--- src/rtl/bitonic_sort_top.sv ---
// Fully pipelined bitonic sorting network.
// N = 2**LOG_INPUT_NUM words enter on a flat bus and leave sorted on a flat bus.
// Every compare-exchange stage is registered, giving LAT = S stages of latency.
// A 1-bit valid shift register runs in lockstep with the data pipeline.
module bitonic_sort_top #(
    parameter int LOG_INPUT_NUM = 3,
    parameter int DATAWIDTH     = 32,
    parameter int SIGNED        = 0,
    parameter int ASCENDING     = 1
) (
    input  logic                                              clk,
    input  logic                                              rst,
    input  logic                                              x_valid,
    input  logic [DATAWIDTH*(32'sd1 << LOG_INPUT_NUM)-1:0]    x,
    output logic [DATAWIDTH*(32'sd1 << LOG_INPUT_NUM)-1:0]    y,
    output logic                                              y_valid
);

    localparam int N = 32'sd1 << LOG_INPUT_NUM;
    localparam int W = DATAWIDTH * N;
    localparam int S = (LOG_INPUT_NUM * (LOG_INPUT_NUM + 32'sd1)) / 32'sd2;

    // Magnitude comparison honouring the SIGNED parameter.
    function automatic logic greater(input logic [DATAWIDTH-1:0] a,
                                     input logic [DATAWIDTH-1:0] b);
        if (SIGNED != 32'sd0) begin
            greater = ($signed(a) > $signed(b));
        end else begin
            greater = (a > b);
        end
    endfunction

    // Compare-exchange of one pair; returns {new_hi, new_lo}.
    // With up = 1 the lower-index slot receives the smaller word.
    function automatic logic [2*DATAWIDTH-1:0] cmp_exchange(input logic [DATAWIDTH-1:0] lo,
                                                            input logic [DATAWIDTH-1:0] hi,
                                                            input logic                 up);
        logic swap;
        if (up) begin
            swap = greater(lo, hi);
        end else begin
            swap = greater(hi, lo);
        end
        if (swap) begin
            cmp_exchange = {lo, hi};
        end else begin
            cmp_exchange = {hi, lo};
        end
    endfunction

    // Merge phase (1-based) that owns flat stage index s.
    // Phase p covers stages p*(p-1)/2 .. p*(p+1)/2-1.
    function automatic int phase_of(input int s);
        int p_found;
        p_found = 32'sd1;
        for (int p = 32'sd1; p <= LOG_INPUT_NUM; p++) begin
            if (s >= (p * (p - 32'sd1)) / 32'sd2) begin
                p_found = p;
            end else begin
                p_found = p_found;
            end
        end
        return p_found;
    endfunction

    logic [S-1:0][W-1:0] stage_q_s;
    logic [S-1:0]        valid_r;

    for (genvar s = 0; s < S; s++) begin : g_stage
        // Phase P, step Q within the phase, pair distance J, direction block size K.
        localparam int P = phase_of(s);
        localparam int Q = s - (P * (P - 32'sd1)) / 32'sd2;
        localparam int J = 32'sd1 << (P - 32'sd1 - Q);
        localparam int K = 32'sd1 << P;

        logic [W-1:0] cur_s;
        logic [W-1:0] nxt_s;
        logic [W-1:0] q_r;

        if (s == 0) begin : g_first
            assign cur_s = x;
        end else begin : g_rest
            assign cur_s = stage_q_s[s-1];
        end

        // N/2 disjoint compare-exchanges; the lower index of each pair drives the swap.
        always_comb begin
            nxt_s = cur_s;
            for (int i = 32'sd0; i < N; i++) begin
                if ((i & J) == 32'sd0) begin
                    {nxt_s[DATAWIDTH*(i+J) +: DATAWIDTH], nxt_s[DATAWIDTH*i +: DATAWIDTH]} =
                        cmp_exchange(cur_s[DATAWIDTH*i +: DATAWIDTH],
                                     cur_s[DATAWIDTH*(i+J) +: DATAWIDTH],
                                     (((i & K) == 32'sd0) == (ASCENDING != 32'sd0)));
                end else begin
                    nxt_s = nxt_s;
                end
            end
        end

        // Stage register: updates every cycle, cleared by reset.
        always_ff @(posedge clk) begin
            if (!rst) begin
                q_r <= {W{1'b0}};
            end else begin
                q_r <= nxt_s;
            end
        end

        assign stage_q_s[s] = q_r;
    end

    if (S == 1) begin : g_valid_one
        // Valid flag tracking the single data stage.
        always_ff @(posedge clk) begin
            if (!rst) begin
                valid_r <= 1'b0;
            end else begin
                valid_r <= x_valid;
            end
        end
    end else begin : g_valid_many
        // Valid shift register in lockstep with the data stages.
        always_ff @(posedge clk) begin
            if (!rst) begin
                valid_r <= {S{1'b0}};
            end else begin
                valid_r <= {valid_r[S-2:0], x_valid};
            end
        end
    end

    assign y       = stage_q_s[S-1];
    assign y_valid = valid_r[S-1];

endmodule

--- config.mk ---
export PLATFORM = sky130hd
export DESIGN_NAME = bitonic_sort_top
export DESIGN_NICKNAME = d
export VERILOG_FILES = /design/src/rtl/bitonic_sort_top.sv
export SDC_FILE = /design/constraint.sdc
export NUM_CORES = 2
export LEC_CHECK = 0
export ABC_AREA = 1
export CAP_MARGIN = 20
export CORE_ASPECT_RATIO = 2
export CORE_MARGIN = 2
export CORE_UTILIZATION = 47
export DETAILED_ROUTE_END_ITERATION = 6
export GPL_TIMING_DRIVEN = 0
export PLACE_DENSITY_LB_ADDON = 0.2
export SLEW_MARGIN = 20
export SYNTH_ARGS = -nofsm -noshare
export SYNTH_HDL_FRONTEND = slang
export SYNTH_SLANG_ARGS = --single-unit
--- constraint.sdc ---
create_clock -name clk -period 2.09 [get_ports clk]
set_input_delay 0.3135 -clock clk [delete_from_list [all_inputs] [get_ports clk]]
set_output_delay 0.3135 -clock clk [all_outputs]
set_load 0.005 [all_outputs]
==> results.md <==
* Result of the run: finished, violations left
* Violations in the final reports: hold timing, capacitance limit, slew limit, setup timing
* Async SR Flop Fraction at 0
* Total wire length after detailed routing at 455000 um
* Internal power at approximately 0.11 W
* DR DRC count at 0
* Critical hold path startpoint: x_valid
* Number of standard-cell rows in the floorplan at roughly 220
* Fillers at around 15000
* Initial antenna violation count at 97
* Total leakage power at approximately 54 nW
* Mapped Avg Cell Area at a little under 7 um2
* Max-Cap Viols at 1
* Mapped Nets at 13700
* Element type at the critical path start: flop
* Largest net degree at the start of global routing at 19
* Number of clock sinks at between 1500 and 2000
* Hold/Removal Path Class: primary input to flop
* Full die area at around 190000 um2
* Total instance count after detailed placement at ~16000
* Reg2Reg Setup Slack at -0.82 ns
* Register bit count reported by yosys at approximately 1500
* Final worst slack at -0.821 ns
* Cell area after synthesis at around 85000 um2
* Psw at roughly 0.12 W
* Yosys warning count at 0
* Most frequently used flop master after synthesis: sky130_fd_sc_hd__dfxtp_1
* Port bufs at about 510
* Global-route wire length before repair at between 600000 and 700000 um
* Power density cells at ~1900 nW/um2
* Vias in the first global route at ~91000
* Hold Crit Endpoint: valid_r[0]
* Sort of element at the end of the critical path: flop
* Reg-to-reg endpoint: g_stage[2].q_r[114]
* Critical register-to-register path startpoint: g_stage[1].q_r[119]
* Required time at the endpoint of the critical path at ~2.8 ns
* Fraction of layout instances using a drive strength above 1 at 0.295
* TritonCTS buffer count at 146
* All-Layer GR Usage at 0.456
* Number of H-tree levels at 4
* Post-route non-filler standard cell count at ~16000
* Weighted congestion at the end of routability-driven global placement at ~1.2
* Hold path depth at 3
* Placed wire-length estimate at 343000 um
* Area growth from synthesis to final layout at 41.3%
* Pins Over Slew Limit at 11
* Clock power share at 0.121
* Number of instances in the synthesized netlist at between 10000 and 15000
* Number of library cell types mapped by synthesis at 20
* Vias post-DR at 95200
* Switching share of power at 0.509
* Maximum clock frequency at roughly 0.34 GHz
* Root Buffer Master: sky130_fd_sc_hd__clkbuf_16
* Deepest clock path buffer count at 4
* Hold Worst Slack at -0.00380 ns
* Insertion delay of the later-clocked pin in the worst-skew pair at 0.88 ns
* Count of routing violations after the opening detailed-route iteration at 8991
* Wirelength per Cell at about 28 um
* R2r worst-path depth at 13
* Worst Path Class, Setup: flop to flop
* Shortest period the worst path allows at 2.91 ns
* Width of the chip at around 310 um
* Number of top-level pins at 516
* Final Setup Violations at roughly 1300
* EDFF count, synth at 0
* Crit Path Max Fanout at 7
* Clk slew on worst S/H paths at roughly 0.070 ns
* Worst voltage drop across the vdd grid at between 1 and 1.5 mV
* Net total in the final layout at between 10000 and 15000
* Drt pass-1 iters at 7
* CTS tree: built
* Total grt overflow at 0
* Vertical die dimension at about 610 um
* Number of hold-slack violations in the final timing report at 1
* Portion of the post-synthesis area used by sequential elements at 0.362
* Core ar. at ~180000 um2
* Antenna Nets Post-Route at 0
* Unrepaired setup endpoints after global routing: yes
* Routed vias/inst at about 5.8
* Max-slew headroom at the worst pin at -0.0126
* Tightest Pin Transition at about 1.5 ns
* Portion of total power attributed to sequential cells at 0.227
* Combinational share of power at 0.652
* Ratio of final minimum period to clock period at 1.39
* Initial Util at 0.472
* Worst-case clock skew at between 0.08 and 0.09 ns
* Data arrival time of the critical path at 3.60 ns
-- worst max-delay path by stage --
| stage | startpoint | endpoint | slack, ns | cells after the start |
|---|---|---|---|---|
| finish | g_stage[1].q_r[119] | g_stage[2].q_r[114] | -0.82 | 13 |
| global route | g_stage[1].q_r[119] | g_stage[2].q_r[114] | -0.83 | 13 |
| CTS | g_stage[2].q_r[181] | g_stage[3].q_r[178] | -0.49 | 12 |
| detailed placement | g_stage[2].q_r[111] | g_stage[3].q_r[97] | -1.60 | 8 |
| global placement | rst | g_stage[0].q_r[247] | -2.29 | 6 |
| floorplan | g_stage[1].q_r[151] | g_stage[2].q_r[172] | 0.26 | 11 |
-- placed cells by master (no fill, tap or decap), drive strengths merged, types with 33 or more instances in the layout --
cell           Yosys  layout
ha               768     768
clkbuf           268     473
nand3           1591    1591
dfxtp           1542    1542
inv             1722    1721
nand2           2402    2402
o21a              33      33
diode              0     137
clkdlybuf4s50      0     509
o21ai             48      48
buf              576     917
nand4             56      56
nor2            1786    1786
a21oi           1854    1854
-- sequential cells by signal (all words and copies together), names as in the netlist --
name,flops
valid_r,6
g_stage.q_r,1280
y,256
-- synthesized netlist by cell type (all sizes together), types with 33 or more instances --
cell	count	area [um2]
nor2	1786	6710
buf	576	3230
a21oi	1854	9280
o21ai	48	240
nand2	2402	9020
ha	768	9610
clkbuf	268	1010
nand3	1591	7960
o21a	33	248
dfxtp	1542	30900
inv	1722	6460
nand4	56	350
-- logic make-up after synthesis --
family          share of synthesized area
compound gates                      0.117
fa+ha+maj                           0.113
buf+inv                             0.125
flops                               0.362
simple gates                        0.283
-- worst max-delay path, stage by stage (launching register included) --
cell and delay [ns]:
sky130_fd_sc_hd__dfxtp_2 0.36, sky130_fd_sc_hd__inv_2 0.06, sky130_fd_sc_hd__ha_4 0.28, sky130_fd_sc_hd__nand2_4 0.06, sky130_fd_sc_hd__nor2_4 0.11, sky130_fd_sc_hd__nand3b_1 0.35, sky130_fd_sc_hd__nor3b_4 0.42, sky130_fd_sc_hd__nand4_1 0.21
sky130_fd_sc_hd__buf_6 0.21, sky130_fd_sc_hd__buf_6 0.12, sky130_fd_sc_hd__buf_8 0.13, sky130_fd_sc_hd__nand3_1 0.09, sky130_fd_sc_hd__nand2_2 0.07, sky130_fd_sc_hd__nor2_4 0.31
-- per-stage QoR --
step | worst slack, ns | area [um2] | setup TNS [ns] | total power [W] | utilization
final | -0.821 | 121000 | -294.92 | 0.229 | 0.667
after CTS | -0.491 | 110000 | -235.27 | 0.199 | 0.609
after detailed placement | -1.60 | 93500 | -900.06 | 0.145 | 0.517
after global routing | -0.827 | 120000 | -395.00 | 0.238 | 0.666
after global placement | -2.29 | 93400 | -1166.99 | 0.143 | 0.517
after floorplan | 0.260 | 85300 | 0 | 0.104 | -
-- final cells by class --
type / instances / area [um2] / share of cell area
Antenna cell: 137 / 343 / 0.00284
Buffer: 824 / 6670 / 0.0553
Clock buffer: 176 / 3960 / 0.0328
Clock inverter: 67 / 813 / 0.00675
Inverter: 1722 / 6580 / 0.0546
Multi-Input combinational cell: 8586 / 56900 / 0.472
Sequential cell: 1542 / 32100 / 0.266
Tap cell: 2341 / 2930 / 0.0243
Timing Repair Buffer: 912 / 10300 / 0.0851
-- power groups by stage --
stage	Clock [W]	Combinational (W)	Sequential (W)
detailed placement	0	0.0959	0.0488
global placement	0	0.0943	0.0487
floorplan	0	0.0616	0.0426
finish	0.0278	0.149	0.0520
global route	0.0287	0.158	0.0517
CTS	0.0276	0.122	0.0494
-- routing by layer --
metal / part of all wire / up-vias / wire [um] / GRT usage
met5: 0.00078 / - / 353 / 0
met4: 0.16 / 56 / 72800 / 0.584
met3: 0.079 / 2925 / 35800 / 0.121
met2: 0.48 / 5671 / 217000 / 0.798
met1: 0.28 / 43900 / 129000 / 0.371
li1: - / 42700 / - / -
-- repair_timing --
action | 4_1_cts | 5_1_grt
resized for setup | 2673 | 2413
setup buffers | 161 | 138
pin swaps | 480 | 654
hold buffers | 0 | 7
endpoints found under the setup margin | 1305 | 1519
cloned | 53 | 55
hold endpoints to repair | 0 | 6
Power figures use the tool's default switching activity.
